## config.mk

```make
export PLATFORM = sky130hd
export DESIGN_NAME = iserdes_align_ctrl
export DESIGN_NICKNAME = d
export VERILOG_FILES = /design/src/rtl/serdes_pkg.sv /design/src/rtl/iserdes_align_ctrl.sv
export SDC_FILE = /design/constraint.sdc
export NUM_CORES = 1
export LEC_CHECK = 0
export ABC_AREA = 0
export CORE_MARGIN = 2
export CORE_UTILIZATION = 45
export DETAILED_ROUTE_END_ITERATION = 10
export PLACE_DENSITY = 0.68
export SYNTH_ARGS = -nofsm -noshare
export SYNTH_HDL_FRONTEND = slang
export SYNTH_SLANG_ARGS = --single-unit
```

## constraint.sdc

```tcl
create_clock -name clkdiv -period 5 [get_ports clkdiv]
set_clock_uncertainty 0.1 [all_clocks]
set_input_delay 1 -clock clkdiv [delete_from_list [all_inputs] [get_ports clkdiv]]
set_output_delay 1 -clock clkdiv [all_outputs]
set_load 0.01 [all_outputs]
```

## src/rtl/serdes_pkg.sv

```systemverilog
// Shared definitions for the SERDES word-alignment logic: FSM state encoding,
// counter width and a saturating counter increment.
package serdes_pkg;

  localparam int CNT_W = 4;
  typedef logic [CNT_W-1:0] cnt_t;

  localparam logic [2:0] ST_IDLE   = 3'd0;
  localparam logic [2:0] ST_SETTLE = 3'd1;
  localparam logic [2:0] ST_CHECK  = 3'd2;
  localparam logic [2:0] ST_SLIP   = 3'd3;
  localparam logic [2:0] ST_LOCKED = 3'd4;
  localparam logic [2:0] ST_FAIL   = 3'd5;

  function automatic cnt_t sat_inc(input cnt_t v);
    return (v == {CNT_W{1'b1}}) ? v : v + cnt_t'(1);
  endfunction

endpackage

```

## src/rtl/iserdes_align_ctrl.sv

```systemverilog
// Word aligner for an ISERDESE2: watches the parallel word for the training pattern
// and pulses BITSLIP until it is seen MATCH_N times in a row, then monitors for lock loss.
module iserdes_align_ctrl
  import serdes_pkg::*;
#(
  parameter logic [7:0] TRAIN_PATTERN = 8'h0E,
  parameter int         SETTLE        = 3,
  parameter int         MATCH_N       = 4,
  parameter int         MAX_SLIP      = 8,
  parameter int         LOSS_N        = 4
) (
  input  logic       clkdiv,
  input  logic       rst,
  input  logic [7:0] q,
  input  logic       start,
  output logic       bitslip,
  output logic       locked,
  output logic       align_err,
  output logic       busy,
  output logic [3:0] slip_cnt
);

  localparam cnt_t SETTLE_C   = cnt_t'(SETTLE);
  localparam cnt_t MATCH_LAST = cnt_t'(MATCH_N - 1);
  localparam cnt_t LOSS_LAST  = cnt_t'(LOSS_N - 1);
  localparam cnt_t MAX_SLIP_C = cnt_t'(MAX_SLIP);

  logic [2:0] state, state_n;
  cnt_t       settle_cnt, settle_n;
  cnt_t       match_cnt, match_n;
  cnt_t       miss_cnt, miss_n;
  cnt_t       slip_n;

  always_comb begin
    state_n  = state;
    settle_n = settle_cnt;
    match_n  = match_cnt;
    miss_n   = miss_cnt;
    slip_n   = slip_cnt;
    case (state)
      ST_IDLE, ST_FAIL: begin
        if (start) begin
          state_n  = ST_SETTLE;
          settle_n = SETTLE_C;
          match_n  = '0;
          miss_n   = '0;
          slip_n   = '0;
        end
      end
      ST_SETTLE: begin
        if (settle_cnt <= cnt_t'(1)) state_n = ST_CHECK;
        else                         settle_n = settle_cnt - cnt_t'(1);
      end
      ST_CHECK: begin
        // An all-zero word means the link carries no data yet, so it says nothing about alignment.
        if (q == 8'h00) begin
          state_n = ST_CHECK;
        end else if (q == TRAIN_PATTERN) begin
          match_n = sat_inc(match_cnt);
          if (match_cnt >= MATCH_LAST) begin
            state_n = ST_LOCKED;
            miss_n  = '0;
          end
        end else begin
          match_n = '0;
          state_n = (slip_cnt >= MAX_SLIP_C) ? ST_FAIL : ST_SLIP;
        end
      end
      ST_SLIP: begin
        slip_n   = sat_inc(slip_cnt);
        settle_n = SETTLE_C;
        state_n  = ST_SETTLE;
      end
      ST_LOCKED: begin
        if (start || (q != TRAIN_PATTERN && miss_cnt >= LOSS_LAST)) begin
          state_n  = ST_SETTLE;
          settle_n = SETTLE_C;
          match_n  = '0;
          miss_n   = '0;
          slip_n   = '0;
        end else if (q == TRAIN_PATTERN) begin
          miss_n = '0;
        end else begin
          miss_n = sat_inc(miss_cnt);
        end
      end
      default: state_n = ST_IDLE;
    endcase
  end

  // Status flags decode the next state so they rise in the same cycle the state is entered.
  always_ff @(posedge clkdiv) begin
    if (rst) begin
      state      <= ST_IDLE;
      settle_cnt <= '0;
      match_cnt  <= '0;
      miss_cnt   <= '0;
      slip_cnt   <= '0;
      bitslip    <= 1'b0;
      locked     <= 1'b0;
      align_err  <= 1'b0;
      busy       <= 1'b0;
    end else begin
      state      <= state_n;
      settle_cnt <= settle_n;
      match_cnt  <= match_n;
      miss_cnt   <= miss_n;
      slip_cnt   <= slip_n;
      bitslip    <= (state_n == ST_SLIP);
      locked     <= (state_n == ST_LOCKED);
      align_err  <= (state_n == ST_FAIL);
      busy       <= (state_n == ST_SETTLE) || (state_n == ST_CHECK) || (state_n == ST_SLIP);
    end
  end

endmodule

```

# [Yosys cells after proc, flatten, opt, wreduce, memory -nomap -nowiden]
# Cells that the tools add are included.
[op_classes] n_addsub=4 mul=0 div=0 order_cmp=4 eq_ne=24 shift=0 n_mux=27 bitwise_logic=0 n_reduce_logical=14
[ops] operator="4-bit two-way mux" count=15
[ops] operator="4-bit one-hot mux with 3 select lines" count=3
[ops] operator="3-bit two-way mux" count=7
[ops] operator="4-bit one-hot mux with 4 select lines" count=1
[ops] operator="3-bit one-hot mux with 5 select lines" count=1
[ops] operator="2-bit inequality test, second input constant" count=7
[ops] operator="4-bit by 1-bit adder with 4-bit output, second input constant" count=3
[ops] operator="3-bit by 2-bit equality test with 1-bit output, second input constant" count=4
[ops] operator="3-bit equality test, second input constant" count=4
[ops] operator="4-bit equality test, second input constant" count=3
[ops] operator="8-bit by 4-bit equality test with 1-bit output, second input constant" count=1
[ops] operator="4-bit by 2-bit >= comparator with 1-bit output, second input constant" count=2
[ops] operator="8-bit zero test" count=1
[ops] operator="8-bit by 4-bit inequality test with 1-bit output, second input constant" count=1
[ops] operator="4-bit AND reduction" count=2
[ops] operator="3-bit by 1-bit equality test with 1-bit output, second input constant" count=2
[ops] operator="6-bit AND reduction" count=1
[ops] operator="3-bit nonzero test" count=2
[ops] operator="5-bit AND reduction" count=1
[ops] operator="4-bit >= comparator, second input constant" count=1
[ops] operator="4-bit by 1-bit less-or-equal comparator with 1-bit output, second input constant" count=1
[ops] operator="4-bit inequality test, second input constant" count=1
[ops] operator="4-bit nonzero test" count=1
[ops] operator="4-bit by 1-bit subtractor with 4-bit output, second input constant" count=1
[ops] operator="other kinds (5)" count=7
[totals] ff_bits=23 latch_bits=0 mem_bits_rw=0 rom_bits=0 input_bits=11 out_inout_bits=8 memories=0

# [Longest topological paths before layout]
# Gate-level depths: netlist of run 1.
[logic_depth] depth_word=8 depth_mapped=7 ltp_nobuf=7

# [Least setup slack after synthesis of run 1]
# Ideal clock, no wire load.
[synth_path] path_kind="input to register" from="input port q[7]" to="register match_cnt[0]" setup_time_ns=0.091 t_arrival_ns=2.885 slack_ns=1.924 cell_stages=6 path_buffers=2 path_cell_list="or4_4 > buf_6 > or4b_4 > buf_6 > or3_1 > a311oi_1"
[synth_between] elab_chain_cells=5 elab_cells_between_ends=12 classes_between="eq/ne: 5; mux: 3; reduce/logical: 4"
[synth_rtl] item="start: declaration" line="iserdes_align_ctrl.sv:14" source="input logic [7:0] q,"
[synth_rtl] item="8-bit by 4-bit inequality test with 1-bit output" line="iserdes_align_ctrl.sv:75" source="if (start || (q != TRAIN_PATTERN && miss_cnt >= LOSS_LAST)) begin"
[synth_rtl] item="1-bit logical AND" line="iserdes_align_ctrl.sv:75"
[synth_rtl] item="1-bit logical OR" line="iserdes_align_ctrl.sv:75"
[synth_rtl] item="2-bit inequality test (no line)"
[synth_rtl] item="5-bit AND reduction (no line)"
[synth_rtl] item="end signal: assignment" line="iserdes_align_ctrl.sv:106" source="match_cnt <= match_n;"
[synth_rtl] item="end: declaration" line="iserdes_align_ctrl.sv:30" source="cnt_t match_cnt, match_n;"
# Several ways; a longest one is shown, not always the timed one. The select of a mux whose other input is x is not followed.
# A chain may end at the register's enable or synchronous reset.

# [Worst setup path after layout of run 1]
# Same ends and word-level chain as after synthesis.

==> impl_results.md, run 1 <==
* Clock tree sinks at 23
* RSZ-0062 raised after global routing: no
* Nets at 189
* Synth async-reset ratio at 0%
* DR vias/cell at 5.837
* Reg2reg path depth at 5
* DR DRC count at 0
* Most frequent cells in the layout: 23 x dfxtp_1, 18 x clkdlybuf4s50_1, 14 x nor2_1
* Flop2flop setup slack at 2.51 ns
* CTS resizes at 0
* Ports at 19
* Gr ovfl total at 0
* CTS max path bufs at 2
* Setup CP Type: in -> reg
* Relative contribution of sequential cells to total power at 44.2%
* Post-DRT Antenna Nets at 0
* Comb pwr share at 39.1%
* Final hold slack at 0.3842 ns
* Max cap viols at 0
* Leakage Power at 0.5389 nW
* CTS tree: yes
* Final Wtd Congestion at 0.8721
* Slew @ Worst Pin at 0.6484 ns
* Synthesis-to-layout area growth at 15.82%
* CP max FO at 9
* Starting Density at 47.60%
* Slowest-stage cell, CP: or4b_4
* CTS buffer count at 3
* Post-synth EDFFs at 0
* Max frequency at 315.8 MHz
* Peak VDD IR at 0.1900 mV
* FF/Latch Area at 460.4 um^2
* Hold Buf Count CTS at 0
* Clock Latency Late Sink at 0.32 ns
* Hold Fails Final Rpt at 0
* Min Clock Period, post-route at 3.166 ns
* Post-detail-place hpwl at 2.047 mm
* Vias at 1,179
* PwrDens at 347.8 nW/um^2
* Ant diodes at 0
* #FFs+latches synth at 23
* Layout cells sized above 1 at 10.53%
* Die span in y at 58.01 um
* # Post-CTS Setup Buffers at 0
* Internal at 0.3326 mW
* PortBufs at 18
* Slew HR at 56.64%
* Worst Hold Class: reg -> reg
* Startpoint Class: input port
* Largest net degree at the start of global routing at 19
* Post-Syn Area at 1313 um^2
* Detailed-route wire length per cell at 13.57 um
* Core ar. at 2758 um^2
* Worst EP required at 5.13 ns
* Initial DRC count at 23
* Setup TNS at 0 ns
* CP peak stage delay at 0.62 ns
* Root buffer cell: clkbuf_4
* Switching pwr at 0.1962 mW
* Final wirelength at 2.741 mm
* First-pass GRT wire length at 4.664 mm
* # setup viols final at 0
* Reg clk slew, reported paths at 0.13 ns
* Worst Path Arrival at 3.30 ns
* Hold Path Cell Cnt at 1
* Seq/Total Area, Yosys at 35.08%
* Clock share of power at 16.7%
* Synth Area per Inst at 8.468 um^2
* Most common cell after layout, fill and taps aside: dfxtp_1
* H-tree depth at 1
* Final period util at 63.32%
* Die width at 58.01 um
* Sw Ratio at 37.11%
* Global Route Usage Sum at 17.52%
* Mapped Nets at 172
* Row count at 19
* Vias in the first global route at 1,098
* Die ar. at 3365 um^2
* DR pass1 iterations at 4
* Main synth FF type: dfxtp_1
* Status: finished, final reports clean
* Max-slew violation count at 0
* Yosys warnings at 0
* Yosys cell types at 44
* Multi-input logic area at 779.5 um^2
* Initial antenna violation count at 0
* Worst path cell trace: clkdlybuf4s50_1 > or4_4 > or4b_4 > a21oi_1 > o21ai_0 > a311oi_1
* Post-synthesis cell count at 155
* CP Capture Type: flop
* Fill count at 276
[power groups by stage]
stage	clock network [mW]	logic [mW]	registers [mW]
detailed placement	0	0.207	0.237
floorplan	0	0.150	0.231
finish	0.0882	0.207	0.234
CTS	0.0904	0.208	0.233
global route	0.0959	0.231	0.237
global placement	0	0.202	0.237
[stage by stage]
| step | setup slack, ns | utilization (%) | total power [mW] | std cells | area [um^2] |
|---|---|---|---|---|---|
| 6_report | 1.834 | 55.13 | 0.5288 | 202 | 1520 |
| 5_1_grt | 1.745 | 55.13 | 0.5647 | 202 | 1520 |
| 4_1_cts | 1.844 | 55.13 | 0.5312 | 202 | 1520 |
| 3_5_place_dp | 1.523 | 54.13 | 0.4438 | 198 | 1493 |
| 3_3_place_gp | 1.561 | 54.13 | 0.4383 | 198 | 1493 |
| 2_1_floorplan | 1.924 | - | 0.3818 | 155 | 1313 |
[sequential cells by signal, summed over array words and instances (netlist names)]
| signal | flops |
|---|---|
| align_err | 1 |
| slip_cnt | 4 |
| state | 3 |
| locked | 1 |
| settle_cnt | 4 |
| match_cnt | 4 |
| busy | 1 |
| miss_cnt | 4 |
| bitslip | 1 |
[critical path: cells and delay by family]
family	cells	cell delay [ns]
AOI/OAI and AO/OA	3	0.70
buffers and inverters	1	0.40
and+or+nand+nor	2	1.20
[path summary, 6_finish.rpt]
path	from	endpoint
setup / recovery	q[7]	match_cnt[0]
hold / removal	miss_cnt[3]	miss_cnt[3]
setup reg to reg	state[2]	settle_cnt[2]
hold reg to reg	miss_cnt[3]	miss_cnt[3]
[cell type report]
type	count	share of cell area [%]
Sequential cell	23	30.29
Clock inverter	1	0.3292
Timing Repair Buffer	18	11.85
Multi-Input combinational cell	117	51.28
Clock buffer	3	1.481
Inverter	9	2.222
Tap cell	31	2.551
[layer usage]
metal | global-route usage (%) | wire length (um)
met5 | 0 | 0
met3 | 3.125 | 137
met4 | 4.983 | 35
met2 | 29.55 | 1239
met1 | 23.00 | 1329
[cell usage after synthesis (all sizes together) (3+ instances only)]
master	number	area, um^2
nor4	3	18.77
a21oi	8	40.04
ha	6	75.07
nor3	10	61.31
nand3	5	25.02
nor2	14	52.55
inv	9	33.78
and3	3	18.77
buf	3	27.52
nor2b	4	25.02
clkbuf	3	11.26
dfxtp	23	460.4
and2	7	46.30
a211oi	5	50.05
nand2	9	33.78
or3	4	27.52
o21ai	8	40.04
[kinds of logic after synthesis]
logic type,Yosys count,synth area share [%]
simple gates,74,33.56
compound gates,35,18.59
flops,23,35.08
buf+inv,15,5.528
fa+ha+maj,6,5.720
xor+xnor,1,0.6674
mux,1,0.8579
Note: power is estimated with default switching activity, not from simulation.
==> run 2, diff against run 1 <==
==> constraint.sdc (replaced) <==
create_clock -name clkdiv -period 3.04 [get_ports clkdiv]
set_clock_uncertainty 0.1 [all_clocks]
set_input_delay 0.608 -clock clkdiv [delete_from_list [all_inputs] [get_ports clkdiv]]
set_output_delay 0.608 -clock clkdiv [all_outputs]
set_load 0.01 [all_outputs]
==> run 2 against run 1 <==
Against the previous run: sequential share of layout area decreased by 0.73 points; combinational power grew 72%; clock power rose by 64%; die area stayed put; global-route usage is 0.52 points lower; hold slack lost 0.0014 ns; sequential cell count stayed put; sequential power increased by 64%; non-clock buffer count rose by 5; largest power group unchanged; highest routed layer unchanged.
==> impl_results.md, run 2 (same netlist as run 1, synthesis figures left out) <==
* Die ar. at 3365 um^2 (unchanged)
* Worst Hold Class: reg -> reg (unchanged)
* Nets at 194 (was 189)
* Largest net degree at the start of global routing at 14 (was 19)
* DR DRC count at 0 (unchanged)
* Clock tree sinks at 23 (unchanged)
* Status: finished, final reports clean (unchanged)
* Max-slew violation count at 0 (unchanged)
* Core ar. at 2758 um^2 (unchanged)
* Reg clk slew, reported paths at 0.13 ns (about the same)
* Setup TNS at 0 ns (unchanged)
* Post-detail-place hpwl at 2.090 mm (was 2.047 mm)
* Hold_sp: miss_cnt[2] (was miss_cnt[3])
* Worst EP required at 3.20 ns (was 5.13 ns)
* CP Capture Type: flop (unchanged)
* Reg2Reg Launch Point: state[2] (unchanged)
* Initial DRC count at 54 (was 23)
* # setup viols final at 0 (unchanged)
* DR vias/cell at 5.812 (was 5.837)
* Min Clock Period, post-route at 2.696 ns
* H-tree depth at 1 (unchanged)
* Final period util at 88.68%
* PortBufs at 18 (unchanged)
* CTS tree: yes (unchanged)
* First-pass GRT wire length at 4.519 mm (was 4.664 mm)
* PwrDens at 568.0 nW/um^2 (was 347.8 nW/um^2)
* DR pass1 iterations at 4 (unchanged)
* Global Route Usage Sum at 16.99% (was 17.52%)
* Initial antenna violation count at 0 (unchanged)
* RSZ-0062 raised after global routing: no (unchanged)
* Worst Path Arrival at 2.86 ns (was 3.30 ns)
* Flop2flop setup slack at 0.51 ns (was 2.51 ns)
* CTS max path bufs at 2 (unchanged)
* Reg2reg path depth at 6 (was 5)
* Clock Latency Late Sink at 0.31 ns (was 0.32 ns)
* CTS buffer count at 3 (unchanged)
* CTS resizes at 0 (unchanged)
* Peak VDD IR at 0.3599 mV (was 0.1900 mV)
* Hold Fails Final Rpt at 0 (unchanged)
* Ports at 19 (unchanged)
* Detailed-route wire length per cell at 13.13 um (was 13.57 um)
* Vias at 1,203 (was 1,179)
* Worst reg2reg endpoint: settle_cnt[2] (unchanged)
* CP max FO at 9 (unchanged)
* Most frequent cells in the layout: 23 x dfxtp_1, 18 x clkdlybuf4s50_1, 14 x nor2_1 (unchanged)
* Row count at 19 (unchanged)
* Synthesis-to-layout area growth at 18.68% (was 15.82%)
* # Post-CTS Setup Buffers at 0 (unchanged)
* Max cap viols at 0 (unchanged)
* Setup crit end: locked (was match_cnt[0])
* Total Power at 0.8849 mW (was 0.5288 mW)
* Max frequency at 370.9 MHz
* Vias in the first global route at 1,038 (was 1,098)
* Slowest-stage cell, CP: or4b_4 (unchanged)
* Die span in y at 58.01 um (unchanged)
* Startpoint Class: input port (unchanged)
* Setup CP Type: in -> reg (unchanged)
* Post-DRT Antenna Nets at 0 (unchanged)
* Fill count at 260 (was 276)
* Most common cell after layout, fill and taps aside: dfxtp_1 (unchanged)
* Worst path cell trace: clkdlybuf4s50_1 > or4_4 > or4b_4 > and2_4 > nor3_4 > and4_1 (was clkdlybuf4s50_1 > or4_4 > or4b_4 > a21oi_1 > o21ai_0 > a311oi_1)
* Die width at 58.01 um (unchanged)
* Final Wtd Congestion at 0.8394 (was 0.8721)
* Root buffer cell: clkbuf_4 (unchanged)
* Worst setup path startpoint: q[7] (unchanged)
* Final wirelength at 2.717 mm (was 2.741 mm)
* Leakage Power at 0.5633 nW (was 0.5389 nW)
* Gr ovfl total at 0 (unchanged)
* Slew @ Worst Pin at 0.6145 ns (was 0.6484 ns)
* Layout cells sized above 1 at 13.07% (was 10.53%)
* Ant diodes at 0 (unchanged)
* Starting Density at 47.60% (unchanged)
* Slew HR at 58.66% (was 56.64%)
* Hold Buf Count CTS at 0 (unchanged)
* CP peak stage delay at 0.61 ns (was 0.62 ns)
-- run 2: worst max-delay path: cells and delay by family --
family | cells | cell delay, ns
buffers and inverters | 1 | 0.40
AND/OR/NAND/NOR | 5 | 1.85
-- run 2: worst min path at each step --
stage	endpoint	slack, ns	cells after the start
global route	miss_cnt[3]	0.41	1
finish	miss_cnt[2]	0.38	1
floorplan	miss_cnt[2]	0.33	1
global placement	miss_cnt[2]	0.35	1
CTS	miss_cnt[2]	0.39	1
detailed placement	miss_cnt[2]	0.35	1
-- run 2: report_power, final --
part,internal [mW],leakage (nW),switching (mW),total [mW]
Combinational,0.170,0.359,0.186,0.356
Clock,0.0491,0.0177,0.0960,0.145
Sequential,0.341,0.187,0.0425,0.384
-- run 2: layout make-up --
type | instances | area (um^2) | area share (%)
timing repair buffer | 23 | 217.7 | 13.98
inverter | 9 | 33.78 | 2.169
clock inverter | 1 | 5.005 | 0.3213
sequential | 23 | 460.4 | 29.56
multi-input combinational | 117 | 779.5 | 50.04
tap | 31 | 38.79 | 2.490
clock buffer | 3 | 22.52 | 1.446
-- run 2: through the flow --
step	cell area (um^2)	setup WS, ns	instances	utilization (%)	hold WS [ns]
2_1_floorplan	1313	0.3563	155	-	0.3311
3_3_place_gp	1530	0.03138	203	55.49	0.3464
3_5_place_dp	1530	0.009291	203	55.49	0.3519
4_1_cts	1558	0.3398	207	56.49	0.3860
5_1_grt	1558	0.2703	207	56.49	0.4076
6_report	1558	0.3442	207	56.49	0.3828
-- run 2: per-layer routing --
layer / GRT usage, % / wire [um] / vias up
li1: - / - / 608
met1: 24.17 / 1325 / 559
met2: 26.95 / 1233 / 32
met3: 2.902 / 129 / 4
met4: 3.987 / 28 / 0
met5: 0 / 0 / -
==> run 3, diff against run 2 <==
--- a/config.mk
+++ b/config.mk
@@ -8,6 +8,7 @@
 export ABC_AREA = 0
 export CORE_MARGIN = 2
 export CORE_UTILIZATION = 45
+export CTS_CLUSTER_DIAMETER = 50
 export DETAILED_ROUTE_END_ITERATION = 10
 export PLACE_DENSITY = 0.68
 export SYNTH_ARGS = -nofsm -noshare
==> results of run 3 <==
The final DEF is identical to that of run 2; final timing and power are the same.
